`src/rtl/hx8k_demo.sv`:
```
// -----------------------------------------------------------------------------
// hx8k_demo
//   Streams a zero-terminated byte string from SPI flash out of a UART.
//   Sequence: wake the flash (0xAB), pause with chip select high, issue a read
//   (0x03 + 24-bit address), then fetch and transmit one byte at a time. It
//   stops at the first 0x00 byte or after MAX_BYTES bytes. The last byte sent
//   is shown on the LEDs.
//
//   Optional feature (macro HX8K_DEMO_RX_EN): a UART receiver. A received
//   frame with a valid stop bit updates the LEDs. Once the stream is DONE, the
//   received byte is also echoed on ser_tx.
//
// Parameters
//   BAUD_DIV    clock cycles per UART bit
//   FLASH_ADDR  flash start address of the byte stream
//   MAX_BYTES   maximum bytes streamed per run
//
// Ports
//   clk          system clock, rising edge
//   reset        synchronous active-high reset
//   leds[7:0]    last streamed or received byte
//   ser_rx       UART receive (idle high, asynchronous)
//   ser_tx       UART transmit (idle high)
//   flash_csb    SPI chip select, active low
//   flash_clk    SPI clock, mode 0, clk/2 while selected
//   flash_io0    SPI MOSI
//   flash_io1    SPI MISO
//   flash_io2/3  held high (WP#/HOLD# inactive)
//   dbg_state_o  current sequencer state (debug)
// -----------------------------------------------------------------------------
module hx8k_demo #(
  parameter int          BAUD_DIV   = 106,
  parameter logic [23:0] FLASH_ADDR = 24'h100000,
  parameter int          MAX_BYTES  = 256
) (
  input  logic       clk,
  input  logic       reset,
  output logic [7:0] leds,
  input  logic       ser_rx,
  output logic       ser_tx,
  output logic       flash_csb,
  output logic       flash_clk,
  output logic       flash_io0,
  input  logic       flash_io1,
  output logic       flash_io2,
  output logic       flash_io3,
  output logic [2:0] dbg_state_o
);

  typedef enum logic [2:0] {
    S_WAKE = 3'd0,
    S_GAP  = 3'd1,
    S_CMD  = 3'd2,
    S_READ = 3'd3,
    S_SEND = 3'd4,
    S_DONE = 3'd5
  } state_e;

  localparam logic [15:0] BAUD_LAST = 16'(BAUD_DIV - 1);
  localparam logic [8:0]  LAST_CNT  = 9'(MAX_BYTES - 1);

  // Sequencer and SPI shift engine state
  state_e      state_q, state_d;
  logic        csb_q, csb_d;
  logic        sck_q, sck_d;
  logic        io0_q, io0_d;
  logic        run_q, run_d;
  logic [5:0]  bits_q, bits_d;   // rising SCK edges still to come
  logic [31:0] sh_q, sh_d;       // outgoing bits, MSB first
  logic [7:0]  miso_q, miso_d;
  logic [2:0]  gap_q, gap_d;
  logic [8:0]  cnt_q, cnt_d;
  logic        sent_q, sent_d;
  logic [7:0]  leds_q, leds_d;

  // Transmitter request: tx_start is taken only while tx_busy_q is low.
  // tx_busy_q rises on the next edge and falls exactly at the end of the stop bit.
  logic        tx_start;
  logic [7:0]  tx_byte;
  logic        tx_busy_q, tx_q;
  logic [8:0]  tx_sh_q;
  logic [3:0]  tx_bit_q;
  logic [15:0] tx_div_q;

  logic        spi_go, spi_done;
  logic [31:0] spi_word;
  logic [5:0]  spi_len;

  logic        rx_valid;
  logic [7:0]  rx_byte;

`ifdef HX8K_DEMO_RX_EN
  localparam logic [15:0] HALF_LAST = 16'(BAUD_DIV / 2 - 1);

  logic        rx_s1_q, rx_s2_q, rx_prev_q, rx_busy_q, rx_valid_q;
  logic [15:0] rx_div_q;
  logic [3:0]  rx_bit_q;
  logic [7:0]  rx_sh_q;

  always_ff @(posedge clk) begin
    if (reset) begin
      rx_s1_q    <= 1'b1;
      rx_s2_q    <= 1'b1;
      rx_prev_q  <= 1'b1;
      rx_busy_q  <= 1'b0;
      rx_valid_q <= 1'b0;
      rx_div_q   <= '0;
      rx_bit_q   <= '0;
      rx_sh_q    <= '0;
    end else begin
      rx_s1_q    <= ser_rx;
      rx_s2_q    <= rx_s1_q;
      rx_prev_q  <= rx_s2_q;
      rx_valid_q <= 1'b0;
      if (!rx_busy_q) begin
        if (rx_prev_q && !rx_s2_q) begin
          rx_busy_q <= 1'b1;
          rx_div_q  <= HALF_LAST;
          rx_bit_q  <= '0;
        end
      end else if (rx_div_q != 16'd0) begin
        rx_div_q <= rx_div_q - 16'd1;
      end else begin
        rx_div_q <= BAUD_LAST;
        rx_bit_q <= rx_bit_q + 4'd1;
        if (rx_bit_q == 4'd0) begin
          // Line back high at mid start bit: a glitch, not a frame.
          if (rx_s2_q) rx_busy_q <= 1'b0;
        end else if (rx_bit_q == 4'd9) begin
          rx_busy_q  <= 1'b0;
          rx_valid_q <= rx_s2_q;
        end else begin
          rx_sh_q <= {rx_s2_q, rx_sh_q[7:1]};
        end
      end
    end
  end

  assign rx_valid = rx_valid_q;
  assign rx_byte  = rx_sh_q;
`else
  logic unused_rx;
  assign unused_rx = ser_rx;
  assign rx_valid  = 1'b0;
  assign rx_byte   = 8'h00;
`endif

  always_comb begin
    state_d  = state_q;
    csb_d    = csb_q;
    sck_d    = sck_q;
    io0_d    = io0_q;
    run_d    = run_q;
    bits_d   = bits_q;
    sh_d     = sh_q;
    miso_d   = miso_q;
    gap_d    = gap_q;
    cnt_d    = cnt_q;
    sent_d   = sent_q;
    leds_d   = leds_q;
    tx_start = 1'b0;
    tx_byte  = miso_q;
    spi_go   = 1'b0;
    spi_word = 32'h0;
    spi_len  = 6'd8;
    spi_done = 1'b0;

    // Shift engine: sample MISO as SCK rises, move MOSI as SCK falls.
    // Completion is flagged on the falling edge after the last bit.
    if (run_q) begin
      if (!sck_q) begin
        sck_d  = 1'b1;
        miso_d = {miso_q[6:0], flash_io1};
        bits_d = bits_q - 6'd1;
      end else begin
        sck_d = 1'b0;
        if (bits_q == 6'd0) begin
          run_d    = 1'b0;
          io0_d    = 1'b0;
          spi_done = 1'b1;
        end else begin
          io0_d = sh_q[31];
          sh_d  = {sh_q[30:0], 1'b0};
        end
      end
    end

    case (state_q)
      S_WAKE: begin
        if (spi_done) begin
          csb_d   = 1'b1;
          gap_d   = 3'd0;
          state_d = S_GAP;
        end else if (!run_q) begin
          spi_go   = 1'b1;
          spi_word = {8'hAB, 24'h0};
          spi_len  = 6'd8;
        end
      end
      S_GAP: begin
        // Seven GAP cycles plus the first CMD cycle give eight cycles with csb high.
        if (gap_q == 3'd6) state_d = S_CMD;
        else               gap_d   = gap_q + 3'd1;
      end
      S_CMD: begin
        if (spi_done) begin
          state_d = S_READ;
        end else if (!run_q) begin
          spi_go   = 1'b1;
          spi_word = {8'h03, FLASH_ADDR};
          spi_len  = 6'd32;
        end
      end
      S_READ: begin
        if (spi_done) begin
          if (miso_q == 8'h00) begin
            csb_d   = 1'b1;
            state_d = S_DONE;
          end else begin
            sent_d  = 1'b0;
            state_d = S_SEND;
          end
        end else if (!run_q) begin
          spi_go   = 1'b1;
          spi_word = 32'h0;
          spi_len  = 6'd8;
        end
      end
      S_SEND: begin
        // csb stays low with SCK parked so the read continues afterwards.
        if (!sent_q) begin
          tx_start = 1'b1;
          leds_d   = miso_q;
          sent_d   = 1'b1;
        end else if (!tx_busy_q) begin
          cnt_d = cnt_q + 9'd1;
          if (cnt_q == LAST_CNT) begin
            csb_d   = 1'b1;
            state_d = S_DONE;
          end else begin
            state_d = S_READ;
          end
        end
      end
      S_DONE: begin
        csb_d = 1'b1;
        if (rx_valid && !tx_busy_q) begin
          tx_start = 1'b1;
          tx_byte  = rx_byte;
        end
      end
      default: state_d = S_WAKE;
    endcase

    // First MOSI bit is presented as csb falls, ahead of the first rising SCK.
    if (spi_go) begin
      csb_d  = 1'b0;
      run_d  = 1'b1;
      bits_d = spi_len;
      io0_d  = spi_word[31];
      sh_d   = {spi_word[30:0], 1'b0};
    end

    if (rx_valid) leds_d = rx_byte;
  end

  always_ff @(posedge clk) begin
    if (reset) begin
      state_q <= S_WAKE;
      csb_q   <= 1'b1;
      sck_q   <= 1'b0;
      io0_q   <= 1'b0;
      run_q   <= 1'b0;
      bits_q  <= '0;
      sh_q    <= '0;
      miso_q  <= '0;
      gap_q   <= '0;
      cnt_q   <= '0;
      sent_q  <= 1'b0;
      leds_q  <= 8'h00;
    end else begin
      state_q <= state_d;
      csb_q   <= csb_d;
      sck_q   <= sck_d;
      io0_q   <= io0_d;
      run_q   <= run_d;
      bits_q  <= bits_d;
      sh_q    <= sh_d;
      miso_q  <= miso_d;
      gap_q   <= gap_d;
      cnt_q   <= cnt_d;
      sent_q  <= sent_d;
      leds_q  <= leds_d;
    end
  end

  // UART transmitter: start bit, 8 data bits LSB first, stop bit.
  always_ff @(posedge clk) begin
    if (reset) begin
      tx_busy_q <= 1'b0;
      tx_q      <= 1'b1;
      tx_sh_q   <= '0;
      tx_bit_q  <= '0;
      tx_div_q  <= '0;
    end else if (!tx_busy_q) begin
      if (tx_start) begin
        tx_busy_q <= 1'b1;
        tx_q      <= 1'b0;
        tx_sh_q   <= {1'b1, tx_byte};
        tx_bit_q  <= '0;
        tx_div_q  <= BAUD_LAST;
      end
    end else if (tx_div_q != 16'd0) begin
      tx_div_q <= tx_div_q - 16'd1;
    end else if (tx_bit_q == 4'd9) begin
      tx_busy_q <= 1'b0;
      tx_q      <= 1'b1;
    end else begin
      tx_q     <= tx_sh_q[0];
      tx_sh_q  <= {1'b0, tx_sh_q[8:1]};
      tx_bit_q <= tx_bit_q + 4'd1;
      tx_div_q <= BAUD_LAST;
    end
  end

  assign leds        = leds_q;
  assign ser_tx      = tx_q;
  assign flash_csb   = csb_q;
  assign flash_clk   = sck_q;
  assign flash_io0   = io0_q;
  assign flash_io2   = 1'b1;
  assign flash_io3   = 1'b1;
  assign dbg_state_o = state_q;

endmodule

```
`config.mk`:
```
export PLATFORM = sky130hd
export DESIGN_NAME = hx8k_demo
export DESIGN_NICKNAME = d
export VERILOG_FILES = /design/src/rtl/hx8k_demo.sv
export SDC_FILE = /design/constraint.sdc
export NUM_CORES = 1
export LEC_CHECK = 0
export CORE_MARGIN = 1
export CORE_UTILIZATION = 45
export DETAILED_ROUTE_END_ITERATION = 6
export DONT_BUFFER_PORTS = 1
export SETUP_SLACK_MARGIN = 0.3
export SLEW_MARGIN = 40
export SYNTH_ARGS = -nofsm -noshare
export SYNTH_HDL_FRONTEND = slang
export SYNTH_SLANG_ARGS = --single-unit
```
`constraint.sdc`:
```
create_clock -name clk -period 3.6 [get_ports clk]
set_input_delay 0.36 -clock clk [delete_from_list [all_inputs] [get_ports clk]]
set_output_delay 0.36 -clock clk [all_outputs]
set_load 0.02 [all_outputs]
```
* Word-level counts from Yosys, hierarchy flattened
Cells that the tools add are included.
Widths: inputs -> output; s select.
** Word-level totals
- Output and inout bits :: 17
- Memories kept :: 0
- Bits in writable memories :: 0
- Register bits after elaboration :: 104
- Word-level logic and storage cells :: 152
- ROM bits :: 0
- Bits in latches :: 0
** Cells by class
- $mul :: 0
- Multiplexer cells :: 75
- Magnitude comparators :: 0
- Shift-type cells :: 0
- Divide/modulo/power cells :: 0
- Add/sub/neg operators :: 5
- Reductions and logical operators :: 24
- Equal/unequal tests :: 27
- Bitwise gates (word level) :: 4
** Operator list (count)
- $mux 32 :: 6
- $mux 16 :: 4
- $pmux 32 s2 :: 1
- $mux 26 :: 2
- $mux 6 :: 6
- $mux 9 :: 4
- $mux 1 :: 35
- $mux 3 :: 9
- $ne 2x2->1 const B :: 11
- $ne 3x3->1 const B :: 7
- $pmux 3 s6 :: 1
- $mux 4 :: 4
- $reduce_bool 16->1 :: 1
- $sub 16x1->16 const B :: 1
- $reduce_and 3->1 :: 5
- $reduce_and 7->1 :: 2
- $reduce_and 2->1 :: 6
- $reduce_bool 2->1 :: 5
- $add 9x1->9 const B :: 1
- $eq 3x3->1 const B :: 3
- $eq 9x8->1 const B :: 1
- $logic_not 8->1 :: 1
- $eq 3x2->1 const B :: 2
- $logic_not 6->1 :: 1
- other kinds (13) :: 16

* Logic depth before layout (Yosys ltp)
Gate-level depths: netlist (run 1).
- Depth in word-level cells :: 8
- Gate-level depth with buffers :: 8

* Least setup slack after synthesis (run 1)
Ideal clock, no wire load.
- Kind :: reg-to-reg
- Start point :: register tx_div_q[0]
- End point :: register tx_div_q[15]
- Clock period less this slack :: 1.912 ns
- Cell stages (with the launch flop) :: 8
- Setup slack :: 1.688 ns
- Arrival :: 1.842 ns
- Cells stage by stage :: dfxtp_1 inv_1 ha_1 nor3b_4 nand3_1 or3b_4 or4_1 a21oi_1
** Between the ends
- Word-level cells in the longest chain between the ends :: 3
- Elaborated cells between the ends (all ways) :: 6
- Classes of those cells :: add/sub: 1; eq/ne: 1; mux: 2; reduce/logical: 2
** RTL lines
- from (decl) :: RTL line 83 : logic [15:0] tx_div_q;
- from (signal assigned) :: RTL line 314 : tx_div_q <= tx_div_q - 16'd1;
- $sub 16x1->16 or $reduce_bool 16->1 (tied branches) :: RTL line 314, 313
- $mux 16 or $ne 3x3->1 (tied branches)
- $mux 16 or $reduce_and 2->1 (tied branches)
Several ways; a longest one is shown, not always the timed one.
A chain may end at the register's enable or synchronous reset.

* Worst setup path after layout (run 1)
- Start point :: register state_q[2], in the netlist dbg_state_o[2]
- End point :: register tx_bit_q[0]
** Between the ends
- Word-level cells in the longest chain between the ends :: 4
** RTL lines
- from (decl) :: RTL line 63 : state_e state_q, state_d;
- from (signal assigned) :: RTL line 282 : state_q <= state_d;
- $eq 3x3->1 :: RTL line 188 : case (state_q)
- $mux 1
- $reduce_bool 2->1 (no line)
- $reduce_and 3->1 (no line)
- to (signal assigned) :: RTL line 321 : tx_bit_q <= tx_bit_q + 4'd1;
- to (decl) :: RTL line 82 : logic [3:0] tx_bit_q;
Every way passes these cells.

==> metrics.yaml, run 1 <==
place_congestion: 0.758
regToRegSetupSlack_ps: 970
worst_path_max_delay_cell: "sky130_fd_sc_hd__dfxtp_1"
antenna_found_initial: 0
sequence_of_cells_on_the_critical_path: "nor4b_2, nand2b_1, o21ai_2, mux2_2, nor2_1"
place.detailed.hpwl_mm: 5.36
tns_ps: 0
synth_unique_cells: 60
holdCritPathClass: "input pin to register"
run_status: "completed"
worst-path-buf-inv: 0
netlist_area_um2: 4020
crit_family: "simple AND/OR/NAND/NOR gates"
clkSlewWorstSetupHoldPaths_ps: 90
post_cts.resized_instances: 0
ratio_of_cells_with_drive_above_1_in_the_final_layout: 0.0868
area_growth_syn_to_layout_pct: 5.95
required_ps: 3850
worst_pin_slew_ps: 834
remaining_antenna_violation_count: 0
number_of_setup_violations_in_the_final_report: 0
timing.setup.critical_path_class: "register to register"
cts-hold-fix-buffers: 0
synth_enable_flop_cells: 0
max_capacitance_violation_count: 0
slew-limit-headroom: 0.443
drt_first_iter_violations: 99
overflow: 0
postRouteWirelength_mm: 8.03
die_w_um: 96.5
tritoncts: "yes"
n_antenna_cell: 0
grt_pass1_wl_mm: 13.3
post_cts.repair.setup_buffers: 0
post-route-drc-count: 0
irDropWorstVdd_uv: 241
max_stage_delay_ps: 810
fillCellCount: 844
asyncSetResetFlopFracSynth: 0
rsz0062_at_grt: "no"
hold_viol: 0
cts-htree-levels: 3
core-area_um2: 8680
starting_density_of_the_core: 0.463
report.final.slew_viol_count: 0
seq_area_frac_synth: 0.419
clock_skew_ps: 9.00
period_share: 0.729
tritoncts.num_buffers: 9
port-buffer-count: 0
rows: 34
postSynthAreaPerCell_um2: 8.56
synth_seq_cells: 84
crit_arrival_ps: 2870
clkSinkCount: 84
grt_pass1_vias: 2822
nNetsFinal: 469
synthesized_instance_count: 469
timing.hold.ws_ps: 76.1
yosys_most_used_dff: "sky130_fd_sc_hd__dfxtp_1"
viasPerCell: 5.62
globalRouteTotalUtil: 0.183
power_per_cell_area_nw_per_um2: 417
p_leak_nw: 1.52
insertion_delay_of_the_later_clocked_pin_in_the_worst_skew_pair_ps: 350
critPathMaxFanout: 19
yosysWarnings: 0
min_period_ps: 2630
vias: 3198
clock_tree.root_cell: "sky130_fd_sc_hd__clkbuf_8"
top_ports: 21
maxClockFrequency_mhz: 381
worst_setup_sp_type: "register"
post_drt_wl_per_cell_um: 14.1
grt_max_degree: 73
chipHeight_um: 96.5
setup.worst_path.end_class: "register"
detailedRoute.firstPassIterationCount: 4
cts_buffer_depth: 2
fp.dieArea_um2: 9300
==> where the power goes <==
group	total, W	switching [W]	internal (W)
Combinational	0.000116	0.0000704	0.0000459
Clock	0.000683	0.000340	0.000342
Sequential	0.000976	0.0000266	0.000949
==> cell usage after synthesis (all sizes together) (2+ instances only) <==
library cell | instances | share of area
buf | 11 | 0.016
nor4 | 5 | 0.015
nor4b | 2 | 0.0059
ha | 9 | 0.028
or4b | 2 | 0.0050
dfxtp | 84 | 0.42
nand4bb | 2 | 0.0056
nor3 | 18 | 0.028
a21oi | 38 | 0.047
mux2i | 16 | 0.040
a31oi | 5 | 0.0078
o21a | 2 | 0.0037
mux2 | 2 | 0.0056
nand4 | 5 | 0.0078
nand2 | 55 | 0.051
xnor2 | 8 | 0.017
nor2 | 57 | 0.055
clkbuf | 18 | 0.017
nor2b | 7 | 0.011
or4 | 4 | 0.0075
xor2 | 8 | 0.017
nand3 | 11 | 0.015
o211ai | 3 | 0.0056
or3 | 7 | 0.011
o21ai | 18 | 0.023
nand3b | 4 | 0.0075
a211oi | 19 | 0.038
inv | 12 | 0.011
nor3b | 4 | 0.013
nand2b | 6 | 0.0093
o31ai | 5 | 0.0093
and3 | 5 | 0.0078
o2111ai | 2 | 0.0044
==> metal layers <==
layer / share of wire / global-route usage / vias to the layer above
met5: 0 / 0 / -
met4: 0.012 / 0.0674 / 0
met3: 0.022 / 0.0423 / 9
met2: 0.46 / 0.288 / 29
met1: 0.50 / 0.243 / 1520
li1: - / - / 1640
==> through the flow <==
stage | instance area [um^2] | total power [W] | worst slack, ps | utilization | std cells
after floorplan | 4020 | 0.00110 | 1690 | - | 470
after global placement | 4050 | 0.00111 | 1030 | 0.467 | 553
after detailed placement | 4050 | 0.00111 | 974 | 0.467 | 553
after CTS | 4250 | 0.00180 | 970 | 0.490 | 569
after global routing | 4250 | 0.00186 | 718 | 0.490 | 569
final | 4250 | 0.00177 | 975 | 0.490 | 569
==> cell families (layout without fill, tap and decap cells) <==
logic type,count (synthesis),after routing,synth area share
AOI/OAI and AO/OA,103,103,0.165
xor gates and xnor gates,16,16,0.0349
adders and majority gates,9,9,0.0280
buffers and inverters,41,32,0.0439
DFF,84,84,0.419
muxes,18,18,0.0455
other,1,2,0.000934
and+or+nand+nor,197,197,0.262
==> sequential cells by signal, indices dropped and copies added (netlist names) <==
name and count:
tx_div_q 16, sh_q 11, cnt_q 9, tx_sh_q 9, leds 8, miso_q 8
bits_q 6, tx_bit_q 4, dbg_state_o 3, gap_q 3, flash_clk 1, flash_csb 1
flash_io0 1, run_q 1, sent_q 1, ser_tx 1, tx_busy_q 1
==> placed cells by master (no fill, tap or decap), types with 6 or more instances in the layout <==
| cell type | synthesis | routed |
|---|---|---|
| sky130_fd_sc_hd__nor2_1 | 55 | 55 |
| sky130_fd_sc_hd__nand3_1 | 10 | 10 |
| sky130_fd_sc_hd__o21ai_0 | 17 | 17 |
| sky130_fd_sc_hd__nor2b_1 | 7 | 7 |
| sky130_fd_sc_hd__inv_1 | 11 | 11 |
| sky130_fd_sc_hd__a211oi_1 | 17 | 17 |
| sky130_fd_sc_hd__a21oi_1 | 38 | 38 |
| sky130_fd_sc_hd__clkbuf_8 | 0 | 10 |
| sky130_fd_sc_hd__ha_1 | 9 | 9 |
| sky130_fd_sc_hd__mux2i_1 | 16 | 16 |
| sky130_fd_sc_hd__xor2_1 | 8 | 8 |
| sky130_fd_sc_hd__xnor2_1 | 8 | 8 |
| sky130_fd_sc_hd__nand2b_1 | 6 | 6 |
| sky130_fd_sc_hd__nor3_1 | 15 | 15 |
| sky130_fd_sc_hd__or3_1 | 7 | 7 |
| sky130_fd_sc_hd__dfxtp_1 | 84 | 84 |
| sky130_fd_sc_hd__nand2_1 | 55 | 55 |
==> final timing paths <==
check / start / endpoint / depth (start not counted)
hold / removal: reset / tx_div_q[15] / 1
setup reg to reg: dbg_state_o[2] / tx_bit_q[0] / 5
setup / recovery: dbg_state_o[2] / tx_bit_q[0] / 5
hold reg to reg: cnt_q[7] / cnt_q[7] / 2
==> cell type report <==
cell class / instances / area, um^2 / area share
clock buffers: 11 / 141 / 0.0332
inverters: 12 / 45.0 / 0.0106
clock inverters: 5 / 60.1 / 0.0141
well taps: 108 / 135 / 0.0318
multi-input cells: 345 / 2160 / 0.508
flip-flops and latches: 84 / 1680 / 0.395
repair buffers: 4 / 30.0 / 0.00706
Note: power is estimated with default switching activity, not from simulation.
==> run 2, diff against run 1 <==
==> constraint.sdc (replaced) <==
create_clock -name clk -period 2.41 [get_ports clk]
set_input_delay 0.241 -clock clk [delete_from_list [all_inputs] [get_ports clk]]
set_output_delay 0.241 -clock clk [all_outputs]
set_load 0.02 [all_outputs]
==> run 2 against run 1 <==
  * Wire length up 3.0%
  * Utilization up 1.6 points
  * Maximum frequency up 30%
  * Sequential cell count unchanged
  * Worst hold slack worse by 54 ps
  * Clock skew up 0.87 ps
  * Sequential power up 49%
  * Non-clock buffer count up 11
  * Clock power up 65%
==> metrics.yaml, run 2 (synthesized netlist as in run 1, its figures left out) <==
clkSlewWorstSetupHoldPaths_ps: 90
cts_buffer_depth: 2
clock_skew_ps: 9.87
area_growth_syn_to_layout_pct: 9.47
starting_density_of_the_core: 0.463
largest_register_ff_count: 16
holdPathEnd: "miso_q[0]"
rows: 34
hold_viol: 0
final_cell_mix: "82 x sky130_fd_sc_hd__dfxtp_1, 55 x sky130_fd_sc_hd__nand2_1, 55 x sky130_fd_sc_hd__nor2_1"
fillCellCount: 875
postRouteWirelength_mm: 8.28
maxClockFrequency_mhz: 496
grt_pass1_vias: 2989
ratio_of_cells_with_drive_above_1_in_the_final_layout: 0.121
die_w_um: 96.5
vias: 3244
worst_path_max_delay_cell: "sky130_fd_sc_hd__or4b_1"
antenna_found_initial: 0
rsz0062_at_grt: "no"
regToRegSetupSlack_ps: 390
holdCritPathClass: "input pin to register"
n_antenna_cell: 0
whs_path_cells: 2
power_per_cell_area_nw_per_um2: 634
period_share: 0.837
top_ports: 21
worst_setup_sp_type: "register"
place_congestion: 0.790
cts-htree-levels: 3
irDropWorstVdd_uv: 371
insertion_delay_of_the_later_clocked_pin_in_the_worst_skew_pair_ps: 360
crit_arrival_ps: 2260
slew-limit-headroom: 0.622
cp.depth: 5
chipHeight_um: 96.5
tritoncts.num_buffers: 9
max_stage_delay_ps: 740
globalRouteTotalUtil: 0.188
report.power.total_w: 0.00279
number_of_setup_violations_in_the_final_report: 0
stdcell_count: 580
grt_max_degree: 66
r2r-start: "dbg_state_o[0]"
critPathMaxFanout: 9
crit_family: "simple AND/OR/NAND/NOR gates"
worst_pin_slew_ps: 567
worst_path_most_repeated_cell: "sky130_fd_sc_hd__nor2_1"
overflow: 0
tritoncts: "yes"
clock_tree.root_cell: "sky130_fd_sc_hd__clkbuf_8"
sequence_of_cells_on_the_critical_path: "or4b_1, nor2_2, nor2_1, nand2_1, nor2_1"
worstRegToRegCells: 5
remaining_antenna_violation_count: 0
timing.setup.critical_path_class: "register to register"
dp_cells: 561
utilization: 0.506
required_ps: 2650
worst-path-buf-inv: 0
post-route-drc-count: 0
grt_pass1_wl_mm: 13.6
max_flop_register: "tx_div_q"
port-buffer-count: 0
mostFrequentLayoutCell: "sky130_fd_sc_hd__dfxtp_1"
report.final.slew_viol_count: 0
post_drt_wl_per_cell_um: 14.3
viasPerCell: 5.59
min_period_ps: 2020
worstReg2RegEnd: "tx_div_q[2]"
detailedRoute.firstPassIterationCount: 4
run_status: "completed"
nNetsFinal: 480
min_delay_startpoint: "flash_io1"
clkSinkCount: 84
max_capacitance_violation_count: 0
place.detailed.hpwl_mm: 5.49
final_design_area_no_fill_um2: 4400
fp.dieArea_um2: 9300
top_regs: "tx_div_q: 16 flops, sh_q: 11 flops"
drt_first_iter_violations: 80
post_dp_cell_area_um2: 4110
setup.worst_path.end_class: "register"
p_leak_nw: 1.60
tns_ps: 0
core-area_um2: 8680
==> run 2: worst max path at each step <==
stage | from | to
after global placement | tx_div_q[0] | tx_div_q[3]
after detailed placement | tx_div_q[0] | tx_div_q[12]
after global routing | dbg_state_o[0] | tx_div_q[2]
final | dbg_state_o[0] | tx_div_q[2]
after floorplan | tx_div_q[0] | tx_div_q[15]
after CTS | tx_div_q[0] | tx_div_q[5]
==> run 2: repair_timing <==
action                                  CTS  global route
hold buffers                              1             0
endpoints found under the setup margin   13            33
buffers inserted                          0             2
hold endpoints to repair                 65             0
pin swaps                                 0             2
gates resized for setup                   1             6
cloned                                    0             0
==> run 2: through the flow <==
step / hold slack [ps] / setup slack (ps)
floorplan: 377 / 498
global placement: 315 / 314
detailed placement: 318 / 237
CTS: 6.71 / 323
global route: 20.9 / 303
finish: 21.7 / 394
==> run 2: layout make-up <==
class                   count  area (um^2)  area share
repair buffers             15          136      0.0310
multi-input cells         345         2170       0.494
clock inverters             7         98.8      0.0225
well taps                 108          135      0.0307
clock buffers               9          124      0.0282
inverters                  12         45.0      0.0102
flip-flops and latches     84         1680       0.383
==> run 2: power by group <==
group	switching, W	internal, W
clock network	0.000535	0.000591
registers	0.0000342	0.00142
logic	0.000129	0.0000810
total	0.000698	0.00209
==> run 2: layer usage <==
metal / vias up / track usage / share of wire
li1: 1656 / - / -
met1: 1553 / 0.238 / 0.49
met2: 28 / 0.312 / 0.48
met3: 7 / 0.0532 / 0.030
met4: 0 / 0.0502 / 0.0089
met5: - / 0 / 0
==> run 3, diff against run 2 <==
==> constraint.sdc (replaced) <==
create_clock -name clk -period 1.8 [get_ports clk]
set_input_delay 0.18 -clock clk [delete_from_list [all_inputs] [get_ports clk]]
set_output_delay 0.18 -clock clk [all_outputs]
set_load 0.02 [all_outputs]
==> run 3 against run 2 <==
  * Die area unchanged
  * Design area rose by 25%
  * The flow now finishes with violations (negative hold slack, negative setup slack)
  * Worst hold slack worse by 150 ps
  * Sequential cell count unchanged
  * Non-clock buffer count increased by 60
  * Sequential power is 34% higher
  * Largest power group unchanged
  * Critical path type unchanged
  * Largest cell class unchanged
==> metrics.yaml, run 3 (synthesized netlist as in run 1, its figures left out) <==
post_drt_wl_per_cell_um: 15.0
postLayoutSetupSlackWorst_ps: -114
final_cell_mix: "75 x sky130_fd_sc_hd__dfxtp_1, 49 x sky130_fd_sc_hd__nand2_1, 46 x sky130_fd_sc_hd__buf_4"
largest_register_ff_count: 16
holdCritPathClass: "input pin to register"
remaining_antenna_violation_count: 0
maxClockFrequency_mhz: 522
max_flop_register: "tx_div_q"
fp.dieArea_um2: 9300
post-route-drc-count: 0
max_capacitance_violation_count: 0
clock_tree.root_cell: "sky130_fd_sc_hd__clkbuf_8"
area_growth_syn_to_layout_pct: 36.6
tritoncts.num_buffers: 9
clkSlewWorstSetupHoldPaths_ps: 90
irDropWorstVdd_uv: 370
min_period_ps: 1910
run_status: "finished with violations"
clockPowerShare: 0.345
nNetsFinal: 540
grt_pass1_wl_mm: 14.5
critPathMaxFanout: 4
period_share: 1.06
vias: 3556
hold_viol: 64
drt_first_iter_violations: 85
worst_path_max_delay_cell: "sky130_fd_sc_hd__or4_1"
rsz0062_at_grt: "yes"
power_per_cell_area_nw_per_um2: 673
postRouteWirelength_mm: 9.58
final_design_area_no_fill_um2: 5480
place.detailed.hpwl_mm: 5.92
required_ps: 2090
die_w_um: 96.5
max_stage_delay_ps: 400
p_leak_nw: 2.02
cts_buffer_depth: 2
grt_max_degree: 73
net-switching-power_w: 0.00104
tns_ps: -398
cts-htree-levels: 3
top_ports: 21
worst_setup_sp_type: "register"
cellInternalPower_w: 0.00265
detailedRoute.firstPassIterationCount: 4
sequence_of_cells_on_the_critical_path: "inv_4, ha_4, nor3b_4, buf_4, nand3_2, or3b_4, or4_1, a21oi_1"
antenna_found_initial: 0
clkSinkCount: 84
globalRouteTotalUtil: 0.200
n_antenna_cell: 0
failed_checks: "negative hold slack, negative setup slack"
regToRegSetupSlack_ps: -110
mostFrequentLayoutCell: "sky130_fd_sc_hd__dfxtp_1"
pwr-share-seq: 0.528
pwr-share-comb: 0.127
grt_pass1_vias: 3128
viasPerCell: 5.56
clock_skew_ps: 10.7
ratio_of_cells_with_drive_above_1_in_the_final_layout: 0.400
starting_density_of_the_core: 0.463
rows: 34
timing.hold.ws_ps: -126
insertion_delay_of_the_later_clocked_pin_in_the_worst_skew_pair_ps: 360
crit_arrival_ps: 2200
report.power.total_w: 0.00369
report.final.slew_viol_count: 0
place_congestion: 0.767
core-area_um2: 8680
post_dp_cell_area_um2: 4490
switching_share: 0.282
overflow: 0
chipHeight_um: 96.5
timing.setup.critical_path_class: "register to register"
tritoncts: "yes"
top_regs: "tx_div_q: 16 flops, sh_q: 11 flops"
port-buffer-count: 0
number_of_setup_violations_in_the_final_report: 13
setup.worst_path.end_class: "register"
run 3: worst max-delay path: cells and delay by family (launching register included):
kind                     cells  cell delay [ps]
adder cells (fa/ha/maj)      1              140
AO/OA/AOI/OAI                1              120
AND/OR/NAND/NOR              4             1000
buffers and inverters        2              190
flip-flops                   1              390
run 3: cell type report:
cell class / instances / area [um^2]
Fill cell: 746 / 3190
Multi-Input combinational cell: 345 / 2690
Sequential cell: 84 / 1700
Timing Repair Buffer: 75 / 722
Tap cell: 108 / 135
Clock buffer: 9 / 124
Clock inverter: 7 / 58.8
Inverter: 12 / 50.0
run 3: power groups by stage:
stage	sequential [W]	clock [W]	combinational [W]
6_report	0.00195	0.00127	0.000469
5_1_grt	0.00196	0.00140	0.000512
4_1_cts	0.00194	0.00131	0.000365
3_5_place_dp	0.00198	0	0.000306
3_3_place_gp	0.00198	0	0.000303
2_1_floorplan	0.00198	0	0.000242
run 3: final timing paths:
path / depth (start not counted) / start / to
max: 8 / tx_div_q[1] / tx_div_q[15]
min reg2reg: 2 / sh_q[21] / sh_q[21]
min: 1 / reset / tx_bit_q[1]
max reg2reg: 8 / tx_div_q[1] / tx_div_q[15]
run 3: what timing repair did:
item	4_1_cts	5_1_grt
pin swaps	45	53
endpoints found under the setup margin	62	67
gates cloned	1	0
setup buffers	10	21
hold endpoints to repair	68	66
resized for setup	59	88
run 3: routing by layer:
metal,up-vias,track usage,wire length [um]
met5,-,0,0
met4,0,0.0711,118
met3,12,0.0399,192
met2,29,0.335,4860
met1,1737,0.255,4410
li1,1778,-,-
run 3: metrics by stage:
stage | setup WS [ps] | std cells | util | hold WS [ps]
after CTS | -11.5 | 619 | 0.574 | -135
after global routing | -206 | 640 | 0.632 | -145
after floorplan | -14.0 | 470 | - | 316
final | -114 | 640 | 0.632 | -126
after detailed placement | -69.0 | 592 | 0.517 | 258
after global placement | -35.3 | 592 | 0.517 | 254
